==> src/rtl/rgb_frame_gen.sv <==
`default_nettype none
// ---------------------------------------------------------------------------
// rgb_frame_gen : parametrised RGB test-pattern frame source with framing,
// coordinates, frame limit and backpressure. Optional: PATTERN_CHECKSUM_EN.
// Revision: 1.0
// ---------------------------------------------------------------------------
module rgb_frame_gen #(
  parameter int DATA_WIDTH    = 8,
  parameter int COORD_WIDTH   = 12,
  parameter int IMG_WIDTH     = 1920,
  parameter int IMG_HEIGHT    = 1080,
  parameter int LVALID_OFFSET = 10,
  parameter int FRAME_GAP     = 5
) (
  input  logic                      clk,
  input  logic                      reset,
  input  logic                      i_enable,
  input  logic [2:0]                i_mode,
  input  logic [3*DATA_WIDTH-1:0]   i_color,
  input  logic [15:0]               i_num_frames,
  input  logic                      i_ready,
  output logic                      o_valid,
  output logic                      o_lvalid,
  output logic                      o_fvalid,
  output logic                      o_sof,
  output logic                      o_eof,
  output logic [DATA_WIDTH-1:0]     o_red,
  output logic [DATA_WIDTH-1:0]     o_green,
  output logic [DATA_WIDTH-1:0]     o_blue,
  output logic [3*DATA_WIDTH-1:0]   o_rgb,
  output logic [COORD_WIDTH-1:0]    o_x,
  output logic [COORD_WIDTH-1:0]    o_y,
  output logic [15:0]               o_frame_cnt,
  output logic                      o_done,
  output logic [31:0]               o_checksum
);

  localparam int PW = 3 * DATA_WIDTH;
  localparam logic [COORD_WIDTH-1:0] LAST_X  = COORD_WIDTH'(IMG_WIDTH - 1);
  localparam logic [COORD_WIDTH-1:0] LAST_Y  = COORD_WIDTH'(IMG_HEIGHT - 1);
  localparam logic [15:0]            HB_LAST = 16'(LVALID_OFFSET - 1);
  localparam logic [15:0]            VB_LAST = 16'(FRAME_GAP - 1);

  typedef enum logic [2:0] {IDLE, ACTIVE, HBLANK, VBLANK, DONE} state_t;

  state_t                 state, state_nxt;
  logic [COORD_WIDTH-1:0] x, y, x_nxt, y_nxt;
  logic [15:0]            bcnt, bcnt_nxt, frame_cnt_nxt;
  logic [2:0]             mode, mode_nxt;
  logic [PW-1:0]          color, color_nxt, pcnt, pcnt_nxt, rgb_nxt;
  logic                   arm, arm_nxt, xfer, latch;
  logic [COORD_WIDTH+2:0] xs;
  logic [2:0]             bar, bar_bits;

  always_comb begin
    state_nxt     = state;
    x_nxt         = x;
    y_nxt         = y;
    bcnt_nxt      = bcnt;
    frame_cnt_nxt = o_frame_cnt;
    pcnt_nxt      = pcnt;
    arm_nxt       = arm;
    latch         = 1'b0;
    xfer          = (state == ACTIVE) && i_ready;
    case (state)
      // Enable is sampled into arm first, giving one extra cycle before the first pixel.
      IDLE: begin
        if (arm) begin
          state_nxt = ACTIVE;
          x_nxt     = '0;
          y_nxt     = '0;
          pcnt_nxt  = '0;
          arm_nxt   = 1'b0;
        end else if (i_enable) begin
          arm_nxt       = 1'b1;
          latch         = 1'b1;
          frame_cnt_nxt = '0;
        end
      end
      ACTIVE: begin
        if (xfer) begin
          pcnt_nxt = pcnt + PW'(1);
          if (o_eof) frame_cnt_nxt = o_frame_cnt + 16'd1;
          if (x == LAST_X) begin
            state_nxt = HBLANK;
            x_nxt     = '0;
            bcnt_nxt  = '0;
          end else begin
            x_nxt = x + COORD_WIDTH'(1);
          end
        end
      end
      HBLANK: begin
        if (bcnt == HB_LAST) begin
          bcnt_nxt = '0;
          if (y == LAST_Y) begin
            state_nxt = VBLANK;
            y_nxt     = '0;
          end else begin
            state_nxt = ACTIVE;
            y_nxt     = y + COORD_WIDTH'(1);
          end
        end else begin
          bcnt_nxt = bcnt + 16'd1;
        end
      end
      VBLANK: begin
        if (bcnt == VB_LAST) begin
          bcnt_nxt = '0;
          if (i_num_frames != 16'd0 && o_frame_cnt == i_num_frames) begin
            state_nxt = DONE;
          end else if (!i_enable) begin
            state_nxt = IDLE;
          end else begin
            state_nxt = ACTIVE;
            pcnt_nxt  = '0;
            latch     = 1'b1;
          end
        end else begin
          bcnt_nxt = bcnt + 16'd1;
        end
      end
      DONE: if (!i_enable) state_nxt = IDLE;
      default: state_nxt = IDLE;
    endcase
    mode_nxt  = latch ? i_mode  : mode;
    color_nxt = latch ? i_color : color;
  end

  // Pattern is evaluated on the next coordinate so the pixel registers alongside it.
  always_comb begin
    xs  = {x_nxt, 3'b000};
    bar = 3'(xs / (COORD_WIDTH + 3)'(IMG_WIDTH));
    case (bar)
      3'd0:    bar_bits = 3'b111;
      3'd1:    bar_bits = 3'b110;
      3'd2:    bar_bits = 3'b011;
      3'd3:    bar_bits = 3'b010;
      3'd4:    bar_bits = 3'b101;
      3'd5:    bar_bits = 3'b100;
      3'd6:    bar_bits = 3'b001;
      default: bar_bits = 3'b000;
    endcase
    case (mode_nxt)
      3'd1:    rgb_nxt = {3{DATA_WIDTH'(x_nxt)}};
      3'd2:    rgb_nxt = {3{DATA_WIDTH'(y_nxt)}};
      3'd3:    rgb_nxt = {{DATA_WIDTH{bar_bits[2]}}, {DATA_WIDTH{bar_bits[1]}},
                          {DATA_WIDTH{bar_bits[0]}}};
      3'd4:    rgb_nxt = {PW{x_nxt[4] ^ y_nxt[4]}};
      3'd5:    rgb_nxt = pcnt_nxt;
      default: rgb_nxt = color_nxt;
    endcase
  end

  always_ff @(posedge clk) begin
    if (reset) begin
      state       <= IDLE;
      x           <= '0;
      y           <= '0;
      bcnt        <= '0;
      mode        <= '0;
      color       <= '0;
      pcnt        <= '0;
      arm         <= 1'b0;
      o_valid     <= 1'b0;
      o_lvalid    <= 1'b0;
      o_fvalid    <= 1'b0;
      o_sof       <= 1'b0;
      o_eof       <= 1'b0;
      o_rgb       <= '0;
      o_frame_cnt <= '0;
      o_done      <= 1'b0;
    end else begin
      state       <= state_nxt;
      x           <= x_nxt;
      y           <= y_nxt;
      bcnt        <= bcnt_nxt;
      mode        <= mode_nxt;
      color       <= color_nxt;
      pcnt        <= pcnt_nxt;
      arm         <= arm_nxt;
      o_valid     <= (state_nxt == ACTIVE);
      o_lvalid    <= (state_nxt == ACTIVE);
      o_fvalid    <= (state_nxt == ACTIVE) || (state_nxt == HBLANK);
      o_sof       <= (state_nxt == ACTIVE) && (x_nxt == '0) && (y_nxt == '0);
      o_eof       <= (state_nxt == ACTIVE) && (x_nxt == LAST_X) && (y_nxt == LAST_Y);
      o_rgb       <= (state_nxt == ACTIVE) ? rgb_nxt : '0;
      o_frame_cnt <= frame_cnt_nxt;
      o_done      <= (state_nxt == DONE);
    end
  end

  assign o_x     = x;
  assign o_y     = y;
  assign o_red   = o_rgb[3*DATA_WIDTH-1:2*DATA_WIDTH];
  assign o_green = o_rgb[2*DATA_WIDTH-1:DATA_WIDTH];
  assign o_blue  = o_rgb[DATA_WIDTH-1:0];

`ifdef PATTERN_CHECKSUM_EN
  logic [31:0] acc;

  // The eof pixel is folded in directly so the frame sum is ready right after eof.
  always_ff @(posedge clk) begin
    if (reset) begin
      acc        <= '0;
      o_checksum <= '0;
    end else if (xfer) begin
      if (o_eof) begin
        o_checksum <= acc + 32'(o_rgb);
        acc        <= '0;
      end else begin
        acc <= acc + 32'(o_rgb);
      end
    end
  end
`else
  assign o_checksum = '0;
`endif

endmodule
`default_nettype wire
==> config.mk <==
export PLATFORM = sky130hd
export DESIGN_NAME = rgb_frame_gen
export DESIGN_NICKNAME = d
export VERILOG_FILES = /design/src/rtl/rgb_frame_gen.sv
export SDC_FILE = /design/constraint.sdc
export NUM_CORES = 1
export LEC_CHECK = 0
export BUFFER_PORTS_ARGS = -buffer_cell sky130_fd_sc_hd__buf_4
export CORE_ASPECT_RATIO = 0.5
export CORE_UTILIZATION = 30
export DETAILED_ROUTE_END_ITERATION = 8
export GPL_TIMING_DRIVEN = 1
export PLACE_DENSITY = 0.59
export SYNTH_ARGS = -nofsm -noshare
export SYNTH_HDL_FRONTEND = slang
export SYNTH_SLANG_ARGS = --single-unit
==> constraint.sdc <==
create_clock -name clk -period 4.05 [get_ports clk]
set_clock_uncertainty 0.2 [all_clocks]
set_input_delay 0.6075 -clock clk [delete_from_list [all_inputs] [get_ports clk]]
set_output_delay 0.6075 -clock clk [all_outputs]
set_load 0.05 [all_outputs]
==> results.toml <==
[flow_run]
cap_violations = 0

[synthesis]
synth_fa_ha_area_frac = 0.0139
yosys.area_share.simple = 0.262
avgSynthCellArea_sq_um = 8.21
yosys.area.top_type = "dfxtp_1"
synth_ff_type = "dfxtp_1"
post_synth_xor_area_fraction = 0.0471
synth_area_sq_um = 7810
synthMuxAreaShare = 0.0538
netlist.area_leader.share = 0.359
synth_top_family_by_area = "simple AND/OR/NAND/NOR gates"
ys_types = 77
synth_compound_area_frac = 0.185
ys_warn_count = 0
synth-seq-cells = 140
netlist_instances = 951
yosysSeqAreaShare = 0.359
yosys-top-cells-area = "dfxtp_1 (36%), nor2_1 (6.5%), buf_4 (5.6%), mux2i_1 (4.2%), xor2_1 (4.1%)"
synthArstFlopShare = 0
synth_edf_count = 0

[setup_path]
crit_fanout = 14
worst_path_dominant_cell_family = "simple AND/OR/NAND/NOR gates"
reg2reg_slack_ps = 220
cp.buffers_inverters = 1
critPathSlowestCell = "o311ai_4"
crit_chain = "xor2_1 -> nor4_1 -> nand3_1 -> o311ai_4 -> mux2_2 -> nand3_1 -> buf_4 -> a21oi_1 -> nor4_1 -> a31oi_1"
crit_type = "reg2reg"
arrival_ps = 3920
critical-path-max-stage-delay_ps = 630
cp_data_required_time_ps = 4140
r2r_cells = 10
crit_path_start_kind = "flip-flop"
worst_setup_path_end_kind = "flip-flop"
critical_path_depth = 10

[timing]
finalWorstSetupSlack_ps = 221
maxSlewHeadroom = 0.345
finalSetupTns_ps = 0
hold_ws_ps = 227
max_freq_mhz = 261
finalHoldViolCount = 0
period_needed_ps = 3830
rsz0062_at_grt = "no"
fin_crit_sh = 0.945
worst_slew_pin_slew_ps = 982
slew_violations = 0
setup_violations = 0

[power]
seqPwrFrac = 0.386
p_comb_frac = 0.162
p_leak_nw = 4.05
p_int_mw = 2.59
p_per_area_nw_per_um2 = 381
vdd_ir_drop_max_v = 0.000268
netSwitchingFraction = 0.301
p_sw_mw = 1.12
power.share.clock = 0.452

[clocking]
post_cts_buffers = 0
cts_tree = "done"
cts_resized = 0
clk_path_buf_depth = 2
cts.sinks = 140
cts-root-buf = "clkbuf_16"
path_clk_slew_ps = 70
clk_latency_ps = 440
holdBufCountCts = 0
h-tree-depth = 4
cts_buffers = 17

[layout]
final_cell_area_sq_um = 9730
fin_nets = 1137
final_layout_size_suffix_gt1_frac = 0.222
n_fill_cell = 2600
antenna_cells = 0
syn_to_final_growth_pct = 24.6
fin_cells = 1440
layout_commonest_cell = "buf_4"
layout_common_cells = "buf_4 (175), dfxtp_1 (140), nor2_1 (135)"

[die]
rows = 41
num_io_pins = 173
die_w_microns = 230
start_util = 0.308
core_area_sq_um = 25400
design.die.area_sq_um = 26700
die_y_microns = 116

[grt]
grt_max_degree = 86
grt.total_usage = 0.184
grt_pass1_vias = 7181
grt_pass1_wl_microns = 38500
antenna_found_initial = 0
grt_overflow_total = 0

[detailed_routing]
vias = 7568
wirelength_microns = 24600
drt_iter0_drc = 589
post_drt_wl_per_cell_microns = 17.1
drt_first_pass_iters = 5
vias_per_cell = 5.26
drc = 0
antenna_left = 0

[placed_design]
post-place-cells = 1408
gp_congestion = 0.949
pre_cts_ws_ps = -2.67
dpl.hpwl_microns = 18600
place_area_sq_um = 9110
port_buffers = 140

[min_path]
hold_depth = 3
worstHoldPathType = "in2reg"

[outcome]
run_status = "finished, final reports clean"
power by group through the flow:
stage,Clock (mW),Combinational [mW],Sequential [mW]
floorplan,0,0.393,1.51
CTS,1.71,0.598,1.43
global route,1.77,0.643,1.43
detailed placement,0,0.596,1.46
finish,1.67,0.602,1.43
global placement,0,0.591,1.46
worst paths after layout:
| kind | from | end |
|---|---|---|
| setup / recovery | o_frame_cnt[2] | o_rgb[4] |
| hold / removal | i_color[3] | color[3] |
| setup reg to reg | o_frame_cnt[2] | o_rgb[4] |
| hold reg to reg | color[3] | color[3] |
synthesized netlist by cell type (all sizes together) (3+ instances only):
cell,number
nor2b,24
o21ai,36
and3,19
or4,9
a211oi,11
ha,7
a221oi,8
nand2b,4
a21oi,54
o211ai,6
a22o,5
buf,65
nand3,30
dfxtp,140
xnor2,5
a32oi,3
nor2,136
o22ai,5
a21o,13
and2,7
a311o,3
nand2,69
and4,9
mux2i,33
a31o,5
mux2,8
nor3,25
o21a,6
a31oi,25
or3,11
nand4,27
and3b,4
or2,3
clkbuf,28
inv,10
nor4,22
xor2,37
per-stage QoR:
step | power [mW] | utilization
2_1_floorplan | 1.91 | -
3_3_place_gp | 2.05 | 0.359
3_5_place_dp | 2.06 | 0.359
4_1_cts | 3.74 | 0.383
5_1_grt | 3.85 | 0.383
6_report | 3.71 | 0.383
routing by layer:
metal	routed length, microns	track usage	vias up
li1	-	-	3647
met4	521	0.0636	0
met3	1480	0.0474	31
met5	0	0	-
met2	11200	0.291	235
met1	11400	0.244	3655
logic make-up (layout without fill, tap and decap cells):
kind of cell / after synthesis / count (layout)
mux: 41 / 41
buf+inv: 103 / 217
simple gates: 407 / 407
compound gates: 208 / 208
fa+ha+maj: 9 / 9
other cells: 1 / 32
flops: 140 / 140
xor+xnor: 42 / 42
worst register-to-register path: stages (launching register included):
cell	delay, ps
dfxtp_1	510
xor2_1	120
nor4_1	290
nand3_1	320
o311ai_4	640
mux2_2	470
nand3_1	110
buf_4	200
a21oi_1	90
nor4_1	540
a31oi_1	200
flip-flops by register name, indices dropped and copies added, names as in the netlist, 3 cells and up:
signal and cells:
color 24, state 3, mode 3, o_rgb 24, bcnt 16, o_x 12
pcnt 24, o_frame_cnt 16, o_y 12
area by class of cell:
cell class | count | area, sq um | area share
clock buffers | 18 | 439 | 0.0451
clock inverters | 14 | 180 | 0.0185
inverters | 10 | 37.5 | 0.00386
multi-input cells | 739 | 4520 | 0.465
flip-flops and latches | 140 | 2800 | 0.288
well taps | 344 | 430 | 0.0442
repair buffers | 175 | 1310 | 0.135
Power figures use the tool's default switching activity.
